File: src/rtl/regfile_wb_arbiter.sv
// Write-side driver for the register file: round-robin arbiter, FIFO and WE3/A3/WD3 drive.
// Optional read-forwarding over uncommitted writes when WB_BYPASS_EN is defined.
module regfile_wb_arbiter #(
    parameter int DEPTH = 4,
    parameter int AW    = 5,
    parameter int DW    = 32
) (
    input  logic                 clk,
    input  logic                 reset,
    input  logic                 s0_valid,
    output logic                 s0_ready,
    input  logic [AW-1:0]        s0_addr,
    input  logic signed [DW-1:0] s0_data,
    input  logic                 s1_valid,
    output logic                 s1_ready,
    input  logic [AW-1:0]        s1_addr,
    input  logic signed [DW-1:0] s1_data,
    output logic                 wb_we,
    output logic [AW-1:0]        wb_addr,
    output logic signed [DW-1:0] wb_data,
    output logic                 pending
`ifdef WB_BYPASS_EN
    ,
    input  logic [AW-1:0]        rd_a1,
    input  logic [AW-1:0]        rd_a2,
    input  logic [DW-1:0]        rf_rd1,
    input  logic [DW-1:0]        rf_rd2,
    output logic [DW-1:0]        fwd_rd1,
    output logic [DW-1:0]        fwd_rd2
`endif
);

    localparam int PW = $clog2(DEPTH);

    logic [AW-1:0]        mem_addr [DEPTH];
    logic signed [DW-1:0] mem_data [DEPTH];

    logic [PW-1:0]        wr_ptr_reg, rd_ptr_reg;
    logic [PW:0]          count_reg;
    logic                 last_grant_reg;   // 1 = src1 was granted last
    logic                 wb_we_reg;
    logic [AW-1:0]        wb_addr_reg;
    logic signed [DW-1:0] wb_data_reg;

    logic                 full, empty, grant0, grant1, accept, push, pop;
    logic [AW-1:0]        acc_addr;
    logic signed [DW-1:0] acc_data;

    assign full  = (count_reg == (PW+1)'(DEPTH));
    assign empty = (count_reg == '0);

    // A lone requester always wins; contention goes to the source not served last.
    assign grant0 = s0_valid & (~s1_valid | last_grant_reg);
    assign grant1 = s1_valid & ~grant0;

    assign s0_ready = grant0 & ~full;
    assign s1_ready = grant1 & ~full;

    assign accept   = s0_ready | s1_ready;
    assign acc_addr = s0_ready ? s0_addr : s1_addr;
    assign acc_data = s0_ready ? s0_data : s1_data;
    // Writes to x0 are acknowledged but dropped.
    assign push     = accept & (acc_addr != '0);
    assign pop      = ~empty;

    always_ff @(posedge clk) begin
        if (push) begin
            mem_addr[wr_ptr_reg] <= acc_addr;
            mem_data[wr_ptr_reg] <= acc_data;
        end
    end

    always_ff @(posedge clk or posedge reset) begin
        if (reset) begin
            wr_ptr_reg     <= '0;
            rd_ptr_reg     <= '0;
            count_reg      <= '0;
            last_grant_reg <= 1'b1;
            wb_we_reg      <= 1'b0;
            wb_addr_reg    <= '0;
            wb_data_reg    <= '0;
        end else begin
            if (push)
                wr_ptr_reg <= wr_ptr_reg + 1'b1;
            if (pop)
                rd_ptr_reg <= rd_ptr_reg + 1'b1;
            count_reg <= count_reg + (PW+1)'(push) - (PW+1)'(pop);
            if (accept)
                last_grant_reg <= s1_ready;
            wb_we_reg <= pop;
            if (pop) begin
                wb_addr_reg <= mem_addr[rd_ptr_reg];
                wb_data_reg <= mem_data[rd_ptr_reg];
            end
        end
    end

    assign wb_we   = wb_we_reg;
    assign wb_addr = wb_addr_reg;
    assign wb_data = wb_data_reg;
    assign pending = ~empty | wb_we_reg;

`ifdef WB_BYPASS_EN
    // Entries viewed by age: index 0 is the oldest (next to commit).
    logic                 age_live [DEPTH];
    logic [AW-1:0]        age_addr [DEPTH];
    logic [DW-1:0]        age_data [DEPTH];

    genvar gi;
    generate
        for (gi = 0; gi < DEPTH; gi++) begin : g_age
            logic [PW-1:0] idx;
            assign idx          = rd_ptr_reg + PW'(gi);
            assign age_live[gi] = ((PW+1)'(gi) < count_reg);
            assign age_addr[gi] = mem_addr[idx];
            assign age_data[gi] = mem_data[idx];
        end
    endgenerate

    // Later (younger) matches override earlier ones; x0 always reads zero.
    function automatic logic [DW-1:0] fwd_sel(input logic [AW-1:0] a, input logic [DW-1:0] rf);
        logic [DW-1:0] r;
        r = rf;
        if (wb_we_reg && (wb_addr_reg == a))
            r = wb_data_reg;
        for (int i = 0; i < DEPTH; i++)
            if (age_live[i] && (age_addr[i] == a))
                r = age_data[i];
        if (a == '0)
            r = '0;
        return r;
    endfunction

    assign fwd_rd1 = fwd_sel(rd_a1, rf_rd1);
    assign fwd_rd2 = fwd_sel(rd_a2, rf_rd2);
`endif

endmodule
File: config.mk
export PLATFORM = sky130hd
export DESIGN_NAME = regfile_wb_arbiter
export DESIGN_NICKNAME = d
export VERILOG_FILES = /design/src/rtl/regfile_wb_arbiter.sv
export SDC_FILE = /design/constraint.sdc
export NUM_CORES = 1
export LEC_CHECK = 0
export CAP_MARGIN = 20
export CORE_ASPECT_RATIO = 2
export CORE_UTILIZATION = 35
export CTS_CLUSTER_SIZE = 8
export DETAILED_ROUTE_END_ITERATION = 8
export PLACE_DENSITY = 0.65
export SLEW_MARGIN = 20
export SYNTH_ARGS = -nofsm -noshare
export SYNTH_HDL_FRONTEND = slang
export SYNTH_SLANG_ARGS = --single-unit
File: constraint.sdc
create_clock -name clk -period 3.8 [get_ports clk]
set_clock_uncertainty 0.15 [all_clocks]
set_input_delay 0.57 -clock clk [delete_from_list [all_inputs] [get_ports clk]]
set_output_delay 0.57 -clock clk [all_outputs]
set_load 0.005 [all_outputs]
==> results of run 1 <==
==> cell families (layout without fill, tap and decap cells) <==
logic type	Yosys count	in the layout	synth area share
xor+xnor	5	5	0.00561
fa+ha+maj	7	7	0.0122
buf+inv	30	165	0.0232
mux	75	75	0.171
simple gates	127	127	0.0676
flops	194	194	0.717
compound gates	3	3	0.00305
==> area by class of cell <==
| class | instances | area, um2 |
|---|---|---|
| Clock buffer | 23 | 520 |
| Clock inverter | 9 | 72.6 |
| Fill cell | 1954 | 12100 |
| Inverter | 10 | 38.8 |
| Multi-Input combinational cell | 217 | 2030 |
| Sequential cell | 194 | 5600 |
| Tap cell | 276 | 345 |
| Timing Repair Buffer | 123 | 1220 |
==> per-layer routing <==
layer / vias to the layer above / part of all wire / wire length (um)
li1: 1870 / - / -
met1: 2050 / 0.38 / 5750
met3: 17 / 0.034 / 524
met4: 0 / 0.023 / 352
met2: 96 / 0.57 / 8700
met5: - / 0 / 0
==> synth_stat cells (all sizes together) <==
cell type / number / area [um2]
a21oi: 1 / 5.00
a31oi: 1 / 6.26
and2: 4 / 30.0
buf: 13 / 118
clkbuf: 7 / 26.3
dfrtp: 45 / 1130
dfstp: 1 / 26.3
edfxtp: 148 / 4440
fa: 1 / 20.0
ha: 6 / 75.1
inv: 10 / 37.5
mux2: 38 / 503
mux4: 37 / 833
nand2: 113 / 424
nand2b: 2 / 12.5
nand3: 2 / 22.5
nor2: 2 / 7.51
nor3: 1 / 5.00
o22ai: 1 / 12.5
or3b: 1 / 11.3
or4: 2 / 15.0
xnor2: 5 / 43.8
==> through the flow <==
step	total power [mW]	cell area, um2
finish	7.75	9830
global route	8.20	9830
CTS	7.87	9830
detailed placement	6.11	9230
global placement	5.97	9230
floorplan	5.06	7800
==> power by group <==
part           switching (mW)  leakage [nW]  internal [mW]
Sequential              0.409          1.90           3.15
Combinational            1.11          1.45           1.30
Clock                   0.747         0.297           1.03
==> critical path, cell delays in order, from the launching register on <==
cell             delay (ns)
dfrtp_1                0.41
or3b_4                 0.44
nand3_4                0.12
buf_4                  0.44
inv_1                  0.09
clkdlybuf4s50_1        0.46
==> worst paths after layout <==
path / startpoint / cells after the start / to / slack [ns]
min in group asynchronous: reset / 2 / wb_data[0]$_DFFE_PP0P_ / 0.46
max in group asynchronous: reset / 2 / rd_ptr_reg[1]$_DFFE_PP0P_ / 2.42
max reg2reg: count_reg[2]$_DFF_PP0_ / 10 / count_reg[2]$_DFF_PP0_ / 1.00
min reg2reg: wb_addr[1]$_DFFE_PP0P_ / 2 / wb_addr[1]$_DFFE_PP0P_ / 0.32
max: count_reg[2]$_DFF_PP0_ / 5 / s0_ready / 0.66
min: wb_addr[1]$_DFFE_PP0P_ / 2 / wb_addr[1]$_DFFE_PP0P_ / 0.32
==> reports/metrics.csv, run 1 <==
metric;value;unit
status;completed;
fraction of layout cells with a size suffix above 1;0.214;
CTS tree;yes;
Setup crit start kind;flip-flop;
first-pass GRT wire length;23.8;mm
max-cap violation count;0;
kind of critical path;flip-flop to output port;
min Tclk post-route;3.14;ns
HPWL after DPL;9.86;mm
Initial Util;0.355;
Final Hold Vio Count;0;
Clock Pin Slew Worst Setup and Hold Paths;0.06;ns
#FFs+latches synth;194;
max reg flops;128;
H-tree Lvls;4;
yosys warns;0;
Clock Latency Late Sink;0.44;ns
RSZ-0062 raised after global routing;no;
commonest non-fill, non-tap cell in the layout;edfxtp_1;
Max Root-Sink Buffers;2;
number of buffers added on ports;118;
Core Area;0.0220;mm2
largest net degree at the start of global routing;47;
Final #Nets;648;
cts bufs inserted;17;
gr busiest metal;met2;
initial antenna violation count;0;
Worst-Margin Slew;1.07;ns
routed wire length;15.3;mm
slew margin rel.;0.286;
Seq/Total Area, Yosys;0.717;
synthesized area;0.00780;mm2
met2 usage;0.267;
Hold Crit Class;flip-flop to flip-flop;
I/O pin total;119;
die height;213;um
postcts setup bufs;0;
DR vias/cell;4.73;
Setup violations, final;0;
number of pins with negative max-slew slack in the final report;0;
maximum VDD drop;335;uV
crit end category;output port;
Post-CTS Hold Fix Bufs;0;
gr ovfl total;0;
leak pwr;3.64;nW
period utilization;0.827;
Area growth syn-to-layout;25.9;%
DR iter-0 viols;200;
Final WS setup;0.657;ns
ANT nets after route;0;
first-pass iteration count of the detailed router;6;
gr usage total;0.144;
gp weighted congestion;0.740;
Yosys cell types;27;
final core occ;0.447;
cts repair resizes;0;
setup_tns;0;ns
most frequent cells in the layout;148 x edfxtp_1, 118 x clkdlybuf4s50_1, 113 x nand2_1;
Core Rows;77;
DP Worst Slack;0.559;ns
Inserted Diodes;0;
Num Clock Sinks;194;
Root Driver;clkbuf_16;
worst hold margin;0.317;ns
syn avg cell area;17.7;um2
Peak Freq;318;MHz
Die X;108;um
GR Util met3;0.0321;
WP data required;3.08;ns
dpl cells;820;
drt drc;0;
Mapped Cells;441;
total die area;0.0229;mm2
Net Count, Synth;526;
routed len/inst;18.0;um
DR vias;4033;
pwr dens;788;mW/mm2
GRT met1 Usage;0.151;
vias in the first global route;4506;
critical-path maximum fanout;27;
post-route insts no fill;852;
CP Data Arrival Time;2.42;ns
Note: power is estimated with default switching activity, not from simulation.
==> inputs of run 2 (changes only) <==
--- a/config.mk
+++ b/config.mk
@@ -10,7 +10,7 @@
 export CORE_UTILIZATION = 35
 export CTS_CLUSTER_SIZE = 8
 export DETAILED_ROUTE_END_ITERATION = 8
-export PLACE_DENSITY = 0.65
+export PLACE_DENSITY = 0.67
 export SLEW_MARGIN = 20
 export SYNTH_ARGS = -nofsm -noshare
 export SYNTH_HDL_FRONTEND = slang
==> constraint.sdc (replaced) <==
create_clock -name clk -period 2.7 [get_ports clk]
set_clock_uncertainty 0.15 [all_clocks]
set_input_delay 0.405 -clock clk [delete_from_list [all_inputs] [get_ports clk]]
set_output_delay 0.405 -clock clk [all_outputs]
set_load 0.005 [all_outputs]
==> run 2 against run 1 <==
Effect of this change: setup slack got worse by 0.55 ns; hold slack got worse by 0.13 ns; combinational power rose by 64%; via count rose by 3.8%.
==> reports/metrics.csv, run 2 (synthesized netlist as in run 1, its figures left out) <==
metric;value;unit;change
status;completed;;
gr ovfl total;0;;unchanged
R2R depth;10;;unchanged
routed wire length;16.2;mm;+5.5%
Setup violations, final;0;;unchanged
DR vias/cell;4.80;;+1.3%
Setup crit start kind;primary input;;
first-pass GRT wire length;24.8;mm;+4.3%
Top Family by Delay on Critical Path;simple AND/OR/NAND/NOR gates;;
leak pwr;3.75;nW;+3.1%
RSZ-0062 raised after global routing;no;;
H-tree Lvls;4;;unchanged
Inserted Diodes;0;;unchanged
CTS tree;yes;;
Post-CTS Hold Fix Bufs;0;;unchanged
critical path, cell by cell;clkdlybuf4s50_1 -> or4_1 -> nor2_1 -> o22ai_2 -> inv_1 -> ha_1 -> inv_1 -> ha_1 -> fa_1 -> xnor2_1 -> xnor2_1;;
Max Root-Sink Buffers;2;;unchanged
critical-path maximum fanout;2;;-93%
ANT nets after route;0;;unchanged
maximum VDD drop;600;uV;+79%
Stages on worst setup path;11;;+6
number of pins with negative max-slew slack in the final report;0;;unchanged
kind of critical path;primary input to flip-flop;;
DR vias;4187;;+3.8%
placed standard-cell area;0.00946;mm2;+2.4%
Final #Nets;669;;+3.2%
CP Data Arrival Time;2.80;ns;+0.38 ns
I/O pin total;119;;unchanged
most frequent cells in the layout;148 x edfxtp_1, 118 x clkdlybuf4s50_1, 113 x nand2_1;;
max reg flops;128;;unchanged
slew margin rel.;0.645;;+0.360
Final Hold Vio Count;0;;unchanged
number of buffers added on ports;118;;unchanged
pwr dens;1100;mW/mm2;+39%
gp weighted congestion;0.694;;-6.3%
setup_tns;0;ns;unchanged
crit path max-delay cell type;or4_1;;
commonest non-fill, non-tap cell in the layout;edfxtp_1;;
CP bufs+invs;3;;unchanged
Combinational Power Share;0.358;;+0.046
part of the power in the clock network;0.207;;-0.022
fraction of layout cells with a size suffix above 1;0.238;;+0.0243
Root Driver;clkbuf_16;;
WP data required;2.91;ns;-0.17 ns
period utilization;0.962;;
vias in the first global route;4567;;+1.4%
Area growth syn-to-layout;29.1;%;
Clock Latency Late Sink;0.44;ns;about the same
total die area;0.0229;mm2;unchanged
die height;213;um;unchanged
largest net degree at the start of global routing;47;;unchanged
first-pass iteration count of the detailed router;4;;-2
routed len/inst;18.5;um;+3.0%
cts bufs inserted;17;;unchanged
Clock Pin Slew Worst Setup and Hold Paths;0.07;ns;about the same
Initial Util;0.355;;unchanged
Core Area;0.0220;mm2;unchanged
Num Clock Sinks;194;;unchanged
worst hold margin;0.187;ns;-0.130 ns
switching share of power;0.300;;+0.00780
Core Rows;77;;unchanged
gr usage total;0.153;;+0.00871
Hold Crit Class;primary input to asynchronous set/reset pin;;
initial antenna violation count;0;;unchanged
Worst-Margin Slew;0.532;ns;-0.539 ns
HPWL after DPL;10.6;mm;+7.4%
crit end category;flip-flop;;
DR iter-0 viols;255;;+28%
largest stage delay on the critical path;0.55;ns;+0.09 ns
max-cap violation count;0;;unchanged
drt drc;0;;unchanged
Peak Freq;385;MHz;
min Tclk post-route;2.60;ns;
Flop pwr share;0.435;;-0.024
Die X;108;um;unchanged
P_int;7.75;mW;+41%
Switch Pwr;3.33;mW;+47%
post-route cell area;0.0101;mm2;+2.5%
run 2: changes by cell type in the layout (fill, tap and decap cells not counted), sizes merged:
cell,before,now
clkinv,7,4
buf,5,25
clkbuf,23,22
bufinv,1,0
bufbuf,0,1
clkinvlp,1,3
inv,10,13
run 2: cell type report:
type	instances	area (um2)
timing repair buffer	144	1530
tap	276	345
multi-input combinational	217	2030
clock buffer	22	454
sequential	194	5600
fill	1932	11900
inverter	10	37.5
clock inverter	10	80.1
run 2: path summary, 6_finish.rpt:
check	start	to	slack (ns)
min in group clk	wb_addr[0]$_DFFE_PP0P_	wb_addr[0]$_DFFE_PP0P_	0.32
worst min-delay path	reset	wb_data[4]$_DFFE_PP0P_	0.19
max in group asynchronous	reset	last_grant_reg$_DFFE_PP1P_	1.92
worst min register to register	wb_addr[0]$_DFFE_PP0P_	wb_addr[0]$_DFFE_PP0P_	0.32
worst max-delay path	s0_addr[3]	count_reg[2]$_DFF_PP0_	0.10
worst max register to register	last_grant_reg$_DFFE_PP1P_	count_reg[2]$_DFF_PP0_	0.13
run 2: power by group through the flow:
stage               Sequential, mW  Clock (mW)  Combinational, mW
finish                        4.82        2.30               3.96
global route                  4.92        2.45               4.36
CTS                           4.84        2.33               4.06
detailed placement            4.90           0               3.99
global placement              4.82           0               3.86
floorplan                     4.76           0               2.36
run 2: per-stage QoR:
stage	power, mW	worst slack, ns	util	std cells
2_1_floorplan	7.12	0.207	-	441
3_3_place_gp	8.68	-0.195	0.431	835
3_5_place_dp	8.89	-0.345	0.431	835
4_1_cts	11.2	0.0255	0.457	868
5_1_grt	11.7	0.00711	0.459	873
6_report	11.1	0.103	0.459	873
run 2: what timing repair did:
action,CTS,global route
endpoints found under the hold margin,0,0
gates cloned,1,0
buffers inserted,0,5
endpoints found under the setup margin,1,1
gates resized for setup,3,0
run 2: tightest hold or removal path, stage by stage:
cell and delay, ns:
clkdlybuf4s50_1 0.41, inv_2 0.07, buf_12 0.27
run 2: metal layers:
layer | part of all wire | track usage
met2 | 0.58 | 0.294
met4 | 0.020 | 0.0633
met3 | 0.034 | 0.0327
met5 | 0 | 0
met1 | 0.37 | 0.155
